File: config.mk
export PLATFORM = sky130hd
export DESIGN_NAME = tdm_demux_rx_flat
export DESIGN_NICKNAME = d
export VERILOG_FILES = /design/src/rtl/tdm_demux_rx_pkg.sv /design/src/rtl/tdm_demux_rx_if.sv /design/src/rtl/tdm_demux_rx.sv /design/src/flat_wrapper.sv
export SDC_FILE = /design/constraint.sdc
export NUM_CORES = 1
export LEC_CHECK = 0
export CAP_MARGIN = 20
export CORE_ASPECT_RATIO = 0.5
export CORE_UTILIZATION = 51
export DETAILED_ROUTE_END_ITERATION = 10
export MAX_ROUTING_LAYER = met4
export PLACE_DENSITY = 0.79
export SLEW_MARGIN = 20
export SYNTH_ARGS = -nofsm -noshare
export SYNTH_HDL_FRONTEND = slang
export SYNTH_SLANG_ARGS = --single-unit
File: constraint.sdc
create_clock -name clk -period 2.5 [get_ports clk]
set_input_delay 0.625 -clock clk [delete_from_list [all_inputs] [get_ports clk]]
set_output_delay 0.625 -clock clk [all_outputs]
set_load 0.02 [all_outputs]
File: src/rtl/tdm_demux_rx_pkg.sv
// rtl/tdm_demux_rx_pkg.sv - shared constants, state encoding and helpers for the TDM receiver
package tdm_demux_rx_pkg;

    localparam int SLOTS_PER_FRAME = 4;
    localparam int PTR_W           = 2;
    localparam int ERR_W           = 8;

    typedef enum logic {
        HUNT = 1'b0,
        RECV = 1'b1
    } state_t;

    // Saturating increment: an all-ones count stays put.
    function automatic logic [ERR_W-1:0] sat_inc(input logic [ERR_W-1:0] v);
        return (&v) ? v : v + ERR_W'(1);
    endfunction

endpackage

File: src/rtl/tdm_demux_rx_if.sv
// rtl/tdm_demux_rx_if.sv - time-multiplexed input beat bundle
interface tdm_demux_rx_if #(
    parameter int WIDTH = 4
);
    logic             enable;
    logic [WIDTH-1:0] in_data;
    logic             in_valid;
    logic             in_sof;

    modport master (output enable, in_data, in_valid, in_sof);
    modport slave  (input  enable, in_data, in_valid, in_sof);
endinterface

File: src/rtl/tdm_demux_rx.sv
// rtl/tdm_demux_rx.sv - 4-slot TDM frame demultiplexer with framing check
module tdm_demux_rx
    import tdm_demux_rx_pkg::*;
#(
    parameter int WIDTH = 4,
    parameter int SLOTS = SLOTS_PER_FRAME
) (
    input  logic               clk,
    input  logic               reset,
    tdm_demux_rx_if.slave      bus,
    output logic [WIDTH-1:0]   ch0,
    output logic [WIDTH-1:0]   ch1,
    output logic [WIDTH-1:0]   ch2,
    output logic [WIDTH-1:0]   ch3,
    output logic               frame_done,
    output logic               sync_err,
    output logic               locked,
    output logic [ERR_W-1:0]   err_count
);

    localparam logic [PTR_W-1:0] LAST_SLOT = PTR_W'(SLOTS - 1);

    state_t                          state_q, state_d;
    logic [PTR_W-1:0]                ptr_q, ptr_d;
    // Slots 0..2 are held here; slot 3 goes straight to the outputs on commit.
    logic [SLOTS-2:0][WIDTH-1:0]     shadow_q, shadow_d;
    logic [SLOTS-1:0][WIDTH-1:0]     ch_q, ch_d;
    logic                            frame_done_q, frame_done_d;
    logic                            sync_err_q, sync_err_d;
    logic [ERR_W-1:0]                err_count_q, err_count_d;
    logic                            accept;

    // Next-state: framing FSM, shadow fill, commit and error accounting.
    always_comb begin
        accept       = bus.enable & bus.in_valid;
        state_d      = state_q;
        ptr_d        = ptr_q;
        shadow_d     = shadow_q;
        ch_d         = ch_q;
        frame_done_d = 1'b0;
        sync_err_d   = 1'b0;
        if (accept) begin
            case (state_q)
                HUNT: begin
                    // Non-sof beats while unsynchronised are dropped silently.
                    if (bus.in_sof) begin
                        shadow_d[0] = bus.in_data;
                        ptr_d       = PTR_W'(1);
                        state_d     = RECV;
                    end
                end
                RECV: begin
                    if (ptr_q == '0) begin
                        if (bus.in_sof) begin
                            shadow_d[0] = bus.in_data;
                            ptr_d       = PTR_W'(1);
                        end else begin
                            sync_err_d = 1'b1;
                            state_d    = HUNT;
                        end
                    end else if (bus.in_sof) begin
                        // Early sof: drop the partial frame and restart from this beat.
                        sync_err_d  = 1'b1;
                        shadow_d[0] = bus.in_data;
                        ptr_d       = PTR_W'(1);
                    end else if (ptr_q == LAST_SLOT) begin
                        ch_d         = {bus.in_data, shadow_q[2], shadow_q[1], shadow_q[0]};
                        frame_done_d = 1'b1;
                        ptr_d        = '0;
                    end else begin
                        shadow_d[ptr_q] = bus.in_data;
                        ptr_d           = ptr_q + PTR_W'(1);
                    end
                end
                default: state_d = HUNT;
            endcase
        end
        err_count_d = sync_err_d ? sat_inc(err_count_q) : err_count_q;
    end

    // State registers with asynchronous clear.
    always_ff @(posedge clk or posedge reset) begin
        if (reset) begin
            state_q      <= HUNT;
            ptr_q        <= '0;
            shadow_q     <= '0;
            ch_q         <= '0;
            frame_done_q <= 1'b0;
            sync_err_q   <= 1'b0;
            err_count_q  <= '0;
        end else begin
            state_q      <= state_d;
            ptr_q        <= ptr_d;
            shadow_q     <= shadow_d;
            ch_q         <= ch_d;
            frame_done_q <= frame_done_d;
            sync_err_q   <= sync_err_d;
            err_count_q  <= err_count_d;
        end
    end

    assign ch0        = ch_q[0];
    assign ch1        = ch_q[1];
    assign ch2        = ch_q[2];
    assign ch3        = ch_q[3];
    assign frame_done = frame_done_q;
    assign sync_err   = sync_err_q;
    assign locked     = (state_q == RECV);
    assign err_count  = err_count_q;

endmodule

File: src/flat_wrapper.sv
// flat-port wrapper written by rule: the top's interface ports become plain ports
module tdm_demux_rx_flat import tdm_demux_rx_pkg::*;
#(
    parameter int WIDTH = 4,
    parameter int SLOTS = SLOTS_PER_FRAME
)
  (clk, reset, ch0, ch1, ch2, ch3, frame_done, sync_err, locked, err_count, bus_enable, bus_in_data, bus_in_valid, bus_in_sof);
  tdm_demux_rx_if #(.WIDTH(WIDTH)) bus_i ();
  input  logic clk;
  input  logic reset;
  output logic [WIDTH-1:0] ch0;
  output logic [WIDTH-1:0] ch1;
  output logic [WIDTH-1:0] ch2;
  output logic [WIDTH-1:0] ch3;
  output logic frame_done;
  output logic sync_err;
  output logic locked;
  output logic [ERR_W-1:0] err_count;
  input wire logic [$bits(bus_i.enable)-1:0] bus_enable;
  input wire logic [$bits(bus_i.in_data)-1:0] bus_in_data;
  input wire logic [$bits(bus_i.in_valid)-1:0] bus_in_valid;
  input wire logic [$bits(bus_i.in_sof)-1:0] bus_in_sof;
  assign bus_i.enable = bus_enable;
  assign bus_i.in_data = bus_in_data;
  assign bus_i.in_valid = bus_in_valid;
  assign bus_i.in_sof = bus_in_sof;
  tdm_demux_rx #(.WIDTH(WIDTH), .SLOTS(SLOTS)) u_core (.clk(clk), .reset(reset), .bus(bus_i), .ch0(ch0), .ch1(ch1), .ch2(ch2), .ch3(ch3), .frame_done(frame_done), .sync_err(sync_err), .locked(locked), .err_count(err_count));
endmodule
==> key figures, run 1 <==
Run status
  – Run status: finished clean

Route
  – DRT iter0 DRCs: 52
  – Detailed Routing Iterations Pass 1: 4
  – Detailed-route via count: 1212
  – Mean routed wirelength per cell: 13.6 um
  – Avg Vias per Cell: 5.14
  – Remaining number of nets flagged by the antenna check after routing: 0
  – DR DRC count: 0
  – Routed wire length: 3210 um

Hold path
  – Min-delay worst type: flip-flop to flip-flop
  – Hold Path Cell Cnt: 1
  – Startpoint of the most critical hold path: u_core.ch1[2]$_DFFE_PP0P_
  – End point of the worst hold path: u_core.ch1[2]$_DFFE_PP0P_

Synthesis
  – Post-synth EDFFs: 0
  – Cell accounting for the most synthesized area: sky130_fd_sc_hd__dfrtp_1
  – Share of the synthesized area in the top cell type: between 50% and 60%
  – Adder-cell share of the synthesized area: 4.73%
  – Area fraction in and, or, nand and nor cells after synthesis: about 11%
  – Asr flop ratio synth: 100%
  – Top cells by count, synth: sky130_fd_sc_hd__dfrtp_1, sky130_fd_sc_hd__mux2_2, sky130_fd_sc_hd__inv_1
  – YS warnings: 0
  – Library cell with the highest instance count after synthesis: sky130_fd_sc_hd__dfrtp_1
  – Gate count of the mapped netlist: approximately 140
  – Synth top area cells: sky130_fd_sc_hd__dfrtp_1, sky130_fd_sc_hd__mux2_2, sky130_fd_sc_hd__ha_1
  – Post-synthesis cell area: 1850 um^2
  – Number of nets in the synthesized netlist: 158
  – Synthesized area divided by synthesized cell count: between 10 and 15 um^2
  – Synthesized flop and latch total: 41
  – Area fraction in compound gates after synthesis: 5.60%
  – Number of unique standard cell types used by synthesis: 34
  – Portion of the post-synthesis area used by sequential elements: 55.4%
  – Post-synthesis share of cell area spent on xor and xnor gates: under 10%
  – Largest family of logic cells by synthesized area: multiplexers
  – Dominant register cell in the synthesized netlist: sky130_fd_sc_hd__dfrtp_1
  – Multiplexer share of the synthesized area: 17.4%

Timing
  – Final min period: 2.11 ns
  – Setup TNS: 0 ns
  – Period utilisation layout: 84.3%
  – Actual transition at the worst max-transition pin: 0.505 ns
  – Fmax: 0.475 GHz
  – Worst slew margin relative to its limit: 66.3%
  – Post-route clock skew: 0.00127 ns
  – RSZ-0062 raised after global routing: no
  – Number of setup violations in the final report: 0
  – Number of max-slew violations in the final report: 0
  – Final hold viol count: 0

Place
  – HPWL after DPL: between 2000 and 2500 um
  – Routability congestion estimate: 0.818
  – Number of input and output port buffers inserted: 35

Setup path
  – Capturing element type of the critical path: flip-flop
  – Category of the worst setup path launch point: input pin
  – Top fanout value on the critical path: 8
  – Worst r2r dst: u_core.err_count[3]$_DFFE_PP0P_
  – Signal arrival time at the worst endpoint: 2.28 ns
  – Class of the most critical setup path: input pin to flip-flop
  – Launching point of the worst reg2reg path: u_core.ptr_q[1]$_DFFE_PP0N_
  – Register-to-register setup slack: roughly 0.48 ns
  – Worst endpoint required time: 2.67 ns
  – Reg2Reg Depth: 8

Power and ir drop
  – Total power after layout: 2630 uW
  – Combinational fraction of design power: 38.2%
  – Relative contribution of sequential cells to total power: 41.4%
  – Internal power consumption: 1740 uW
  – Worst IR Drop VDD: about 600 uV
  – Power density relative to cell area: 1100 nW/um^2
  – Leakage: 0.00111 uW
  – Share of total power consumed by net switching: 33.7%
  – Net Sw Power: 887 uW
  – Clock share of power: 20.4%

CTS
  – Register clock-pin slew on the reported worst setup and hold paths: about 0.07 ns
  – Clock tree from TritonCTS: yes
  – Cts hold-fix bufs: 0
  – Post-CTS setup buffer count: 0
  – Clock Tree Root: sky130_fd_sc_hd__clkbuf_8
  – Clock latency of the later-clocked register in the worst-skew pair: 0.28 ns
  – Number of buffers created by CTS: 5
  – Resized Gates After CTS: 0
  – Clk sink count: 41
  – Bufs on Longest Clock Path: 2
  – # H-tree levels: 2

Die
  – Overall die area: 3890 um^2
  – Cell Rows: 15
  – Initial cell density of the core: about 54%
  – Floorplan die height: 44.6 um
  – Floorplan core area: around 3500 um^2
  – Horizontal die dimension: 87.2 um
  – Boundary Pins: 36

Cells and area
  – Proportion of layout cells with a drive suffix above 1: 21.6%
  – Diode insertion count for antenna repair: 0
  – Nets: 200
  – Total of fill cells in the finished design: 282
  – Syn-to-layout area delta: 29.0%

Global routing
  – Maximum number of pins on one net before global-route repair: 42
  – Overall routing resource usage: 20.1%
  – Vias in the first global route: between 1000 and 1500
  – Overflow left after global routing: 0
  – Global-route wire length before repair: ~5500 um
  – Initial antenna violation count: 0

Run
  – Max-cap violations: 0
[final cells by class]
cell class,instances,area [um^2],area share [%]
Clock buffer,7,86.3,3.61
Multi-Input combinational cell,87,758,31.7
Clock inverter,1,30.0,1.26
Sequential cell,41,1030,42.9
Timing Repair Buffer,38,385,16.1
Inverter,11,41.3,1.73
Tap cell,51,63.8,2.67
[logic make-up after synthesis]
group | after synthesis
fa+ha+maj | 7
flops | 41
buf+inv | 14
simple gates | 29
mux | 29
compound gates | 17
xor+xnor | 5
[routing by layer]
metal  global-route usage (%)  vias up  share of wire [%]
met2                     29.2       34                 45
met5                        -        -                  0
met3                     5.78        5                5.1
met4                     7.54        0               0.90
li1                         -      584                  -
met1                     27.1      589                 49
[per-stage QoR]
step           cell area, um^2  cells  utilization (%)  hold slack [ns]  setup WS, ns
2_1_floorplan             1850    142                -            0.460         0.518
3_3_place_gp              2270    228             65.9            0.472         0.119
3_5_place_dp              2270    228             65.9            0.474        0.0964
4_1_cts                   2390    236             69.2            0.491         0.394
5_1_grt                   2390    236             69.2            0.505         0.288
6_report                  2390    236             69.2            0.487         0.394
[placed cells by master, fill, tap and decap left out, types with 2 or more instances in the layout]
cell type,Yosys,layout
sky130_fd_sc_hd__clkdlybuf4s50_1,0,35
sky130_fd_sc_hd__dfrtp_1,41,41
sky130_fd_sc_hd__o22ai_1,2,2
sky130_fd_sc_hd__nand4_1,3,3
sky130_fd_sc_hd__mux2_1,3,3
sky130_fd_sc_hd__clkbuf_8,0,6
sky130_fd_sc_hd__inv_1,10,10
sky130_fd_sc_hd__xnor2_1,3,3
sky130_fd_sc_hd__xor2_1,2,2
sky130_fd_sc_hd__and3_1,2,2
sky130_fd_sc_hd__nand2_1,5,5
sky130_fd_sc_hd__o21ai_0,5,5
sky130_fd_sc_hd__a31oi_1,2,2
sky130_fd_sc_hd__nand2b_1,2,2
sky130_fd_sc_hd__nand2_2,2,2
sky130_fd_sc_hd__and4_1,3,3
sky130_fd_sc_hd__ha_1,7,7
sky130_fd_sc_hd__mux2_2,22,22
sky130_fd_sc_hd__mux2i_1,4,4
sky130_fd_sc_hd__buf_4,0,2
sky130_fd_sc_hd__a21oi_1,4,4
sky130_fd_sc_hd__nor2_1,4,4
[critical path: stages]
cell and delay [ns]:
sky130_fd_sc_hd__clkdlybuf4s50_1 0.48, sky130_fd_sc_hd__inv_1 0.07, sky130_fd_sc_hd__ha_1 0.27, sky130_fd_sc_hd__and4_1 0.36, sky130_fd_sc_hd__nand4_1 0.16, sky130_fd_sc_hd__a211oi_1 0.24
sky130_fd_sc_hd__a21oi_1 0.06
[state kept, by name, summed over array words and instances (netlist names)]
| register | count |
|---|---|
| u_core.ch0 | 4 |
| u_core.ch1 | 4 |
| u_core.ch2 | 4 |
| u_core.ch3 | 4 |
| u_core.err_count | 8 |
| u_core.frame_done | 1 |
| u_core.locked | 1 |
| u_core.ptr_q | 2 |
| u_core.shadow_q | 12 |
| u_core.sync_err | 1 |
[power groups by stage]
stage / registers [uW] / clock network (uW) / logic [uW]
floorplan: 1240 / 0 / 454
global placement: 1090 / 0 / 986
detailed placement: 1100 / 0 / 1010
CTS: 1090 / 554 / 1010
global route: 1130 / 580 / 1090
finish: 1090 / 536 / 1010
[how the worst max path moves through the flow]
stage / start / end / slack (ns) / cells past startpoint
after floorplan: bus_in_sof / u_core.ch3[0]$_DFFE_PP0P_ / 0.52 / 7
after CTS: bus_in_sof / u_core.err_count[7]$_DFFE_PP0P_ / 0.39 / 7
after detailed placement: bus_in_sof / u_core.err_count[7]$_DFFE_PP0P_ / 0.1 / 7
after global placement: bus_in_sof / u_core.err_count[7]$_DFFE_PP0P_ / 0.12 / 7
final: bus_in_sof / u_core.err_count[3]$_DFFE_PP0P_ / 0.39 / 7
after global routing: bus_in_sof / u_core.err_count[7]$_DFFE_PP0P_ / 0.29 / 7
No activity file was read; power rests on OpenSTA's default activity.
==> run 2: changes to the inputs <==
==> constraint.sdc (replaced) <==
create_clock -name clk -period 2 [get_ports clk]
set_input_delay 0.5 -clock clk [delete_from_list [all_inputs] [get_ports clk]]
set_output_delay 0.5 -clock clk [all_outputs]
set_load 0.02 [all_outputs]
==> run 2 against run 1 <==
Sequential cell count did not move. Combinational power rose by 34%. Non-clock buffer count increased by 9. Critical endpoint unchanged.
==> key figures, run 2 (synthesized netlist as in run 1, its figures left out) <==
Cells and area
  – Post-Layout Cell Count: 245
  – Total of fill cells in the finished design: 267
  – Leading cell type in the layout, fill and taps excluded: sky130_fd_sc_hd__dfrtp_1
  – Nets: approximately 210
  – Proportion of layout cells with a drive suffix above 1: 26.8%
  – Commonest cells after routing, fill and taps aside: sky130_fd_sc_hd__dfrtp_1, sky130_fd_sc_hd__clkdlybuf4s50_1, sky130_fd_sc_hd__mux2_2, sky130_fd_sc_hd__inv_1, sky130_fd_sc_hd__buf_4
  – Syn-to-layout area delta: 34.6%
  – Register containing the most flip-flops in the final layout: u_core.shadow_q
  – Diode insertion count for antenna repair: 0
  – Flip-flop count of the largest register, all copies and words added: 12

Die
  – Cell Rows: 15
  – Overall die area: 3890 um^2
  – Floorplan core area: 3450 um^2
  – Floorplan die height: 44.6 um
  – Boundary Pins: 36
  – Initial cell density of the core: 53.7%
  – Horizontal die dimension: 87.2 um

Timing
  – Number of setup violations in the final report: 0
  – Final hold viol count: 0
  – Number of max-slew violations in the final report: 0
  – Post-route clock skew: approximately 0.0067 ns
  – Final min period: 1.90 ns
  – Fmax: between 0.5 and 0.6 GHz
  – Actual transition at the worst max-transition pin: 0.363 ns
  – Worst slew margin relative to its limit: 75.6%
  – Period utilisation layout: between 90% and 100%
  – Fin Hold WS: about 0.47 ns

Setup path
  – Kind of cell adding the most delay to the critical path: buffers and inverters
  – Class of the most critical setup path: input pin to flip-flop
  – Worst stage delay on the critical path: 0.48 ns
  – Top fanout value on the critical path: 8
  – Critical path buffer and inverter count: 2
  – Signal arrival time at the worst endpoint: roughly 2.1 ns
  – Worst-path cell with the longest stage delay: sky130_fd_sc_hd__clkdlybuf4s50_1
  – Register-to-register setup slack: 0.13 ns
  – Category of the worst setup path launch point: input pin
  – Capturing element type of the critical path: flip-flop
  – List of cells traversed by the critical path: clkdlybuf4s50_1 -> inv_1 -> ha_1 -> and4_4 -> nand4_1 -> a211oi_2 -> a21oi_1
  – Worst endpoint required time: 2.17 ns

Global routing
  – Met3 Usage GRT: 5.41%
  – Met1 layer usage reported by global route: 25.9%
  – Vias in the first global route: around 1200
  – Initial antenna violation count: 0
  – Global-route wire length before repair: 5710 um
  – Layer with the highest usage: met2
  – Maximum number of pins on one net before global-route repair: 34
  – GR Layer Usage met2: 34.1%
  – Overflow left after global routing: 0
  – Overall routing resource usage: 20.8%

Route
  – Routed wire length: 3630 um
  – DR DRC count: 0
  – Detailed-route via count: 1265
  – Mean routed wirelength per cell: 14.8 um
  – Avg Vias per Cell: 5.16
  – DRT iter0 DRCs: 85
  – Remaining number of nets flagged by the antenna check after routing: 0
  – Detailed Routing Iterations Pass 1: 4

Place
  – Number of input and output port buffers inserted: 35
  – Number of placed instances, taps included: 237
  – HPWL after DPL: 2630 um
  – Routability congestion estimate: ~0.83

Power and ir drop
  – Worst IR Drop VDD: ~690 uV
  – Leakage: 0.00117 uW
  – Power density relative to cell area: 1360 nW/um^2

CTS
  – Clock latency of the later-clocked register in the worst-skew pair: 0.29 ns
  – Register clock-pin slew on the reported worst setup and hold paths: 0.08 ns
  – Clock tree from TritonCTS: yes
  – Post-CTS setup buffer count: 0
  – Clk sink count: 41
  – Clock Tree Root: sky130_fd_sc_hd__clkbuf_8
  – # H-tree levels: 2
  – Number of buffers created by CTS: 5
  – Bufs on Longest Clock Path: 2

Run status
  – Run status: finished clean

Run
  – Max-cap violations: 0

Hold path
  – Min-delay worst type: input pin to async pin
run 2: final timing paths:
| path | start | end | depth (start not counted) |
|---|---|---|---|
| worst min register to register | u_core.ch1[1]$_DFFE_PP0P_ | u_core.ch1[1]$_DFFE_PP0P_ | 1 |
| worst max-delay path | bus_in_sof | u_core.err_count[3]$_DFFE_PP0P_ | 7 |
| max in group asynchronous | reset | u_core.sync_err$_DFF_PP0_ | 3 |
| worst max register to register | u_core.ptr_q[1]$_DFFE_PP0N_ | u_core.err_count[3]$_DFFE_PP0P_ | 8 |
| worst min-delay path | reset | u_core.ch2[0]$_DFFE_PP0P_ | 2 |
| min in group clk | u_core.ch1[1]$_DFFE_PP0P_ | u_core.ch1[1]$_DFFE_PP0P_ | 1 |
run 2: cell type report:
type	count	area (um^2)	area share [%]
clock inverter	2	37.5	1.50
multi-input combinational	87	766	30.7
sequential	41	1030	41.1
tap	51	63.8	2.56
inverter	11	41.3	1.65
timing repair buffer	47	478	19.2
clock buffer	6	82.6	3.31
run 2: what timing repair did:
action | 4_1_cts | 5_1_grt
hold buffers | 0 | 0
setup endpoints to repair | 0 | 3
gates resized for setup | 0 | 3
run 2: where the power goes:
part / internal, uW / switching (uW)
sequential: 1140 / 222
combinational: 683 / 663
clock: 406 / 285
run 2: metal layers:
| layer | part of all wire [%] | vias up |
|---|---|---|
| met5 | 0 | - |
| met4 | 1.2 | 0 |
| met3 | 4.0 | 6 |
| met2 | 49 | 25 |
| met1 | 46 | 632 |
| li1 | - | 602 |
run 2: metrics by stage:
step	utilization [%]	cell area (um^2)	worst slack (ns)	setup TNS (ns)	total power, uW
2_1_floorplan	-	1850	0.143	0	2110
3_3_place_gp	68.6	2370	-0.231	-3.00	2640
3_5_place_dp	68.6	2370	-0.284	-3.92	2700
4_1_cts	72.0	2490	0.0213	0	3410
5_1_grt	72.2	2490	-0.0125	-0.0125	3590
6_report	72.2	2490	0.0992	0	3400
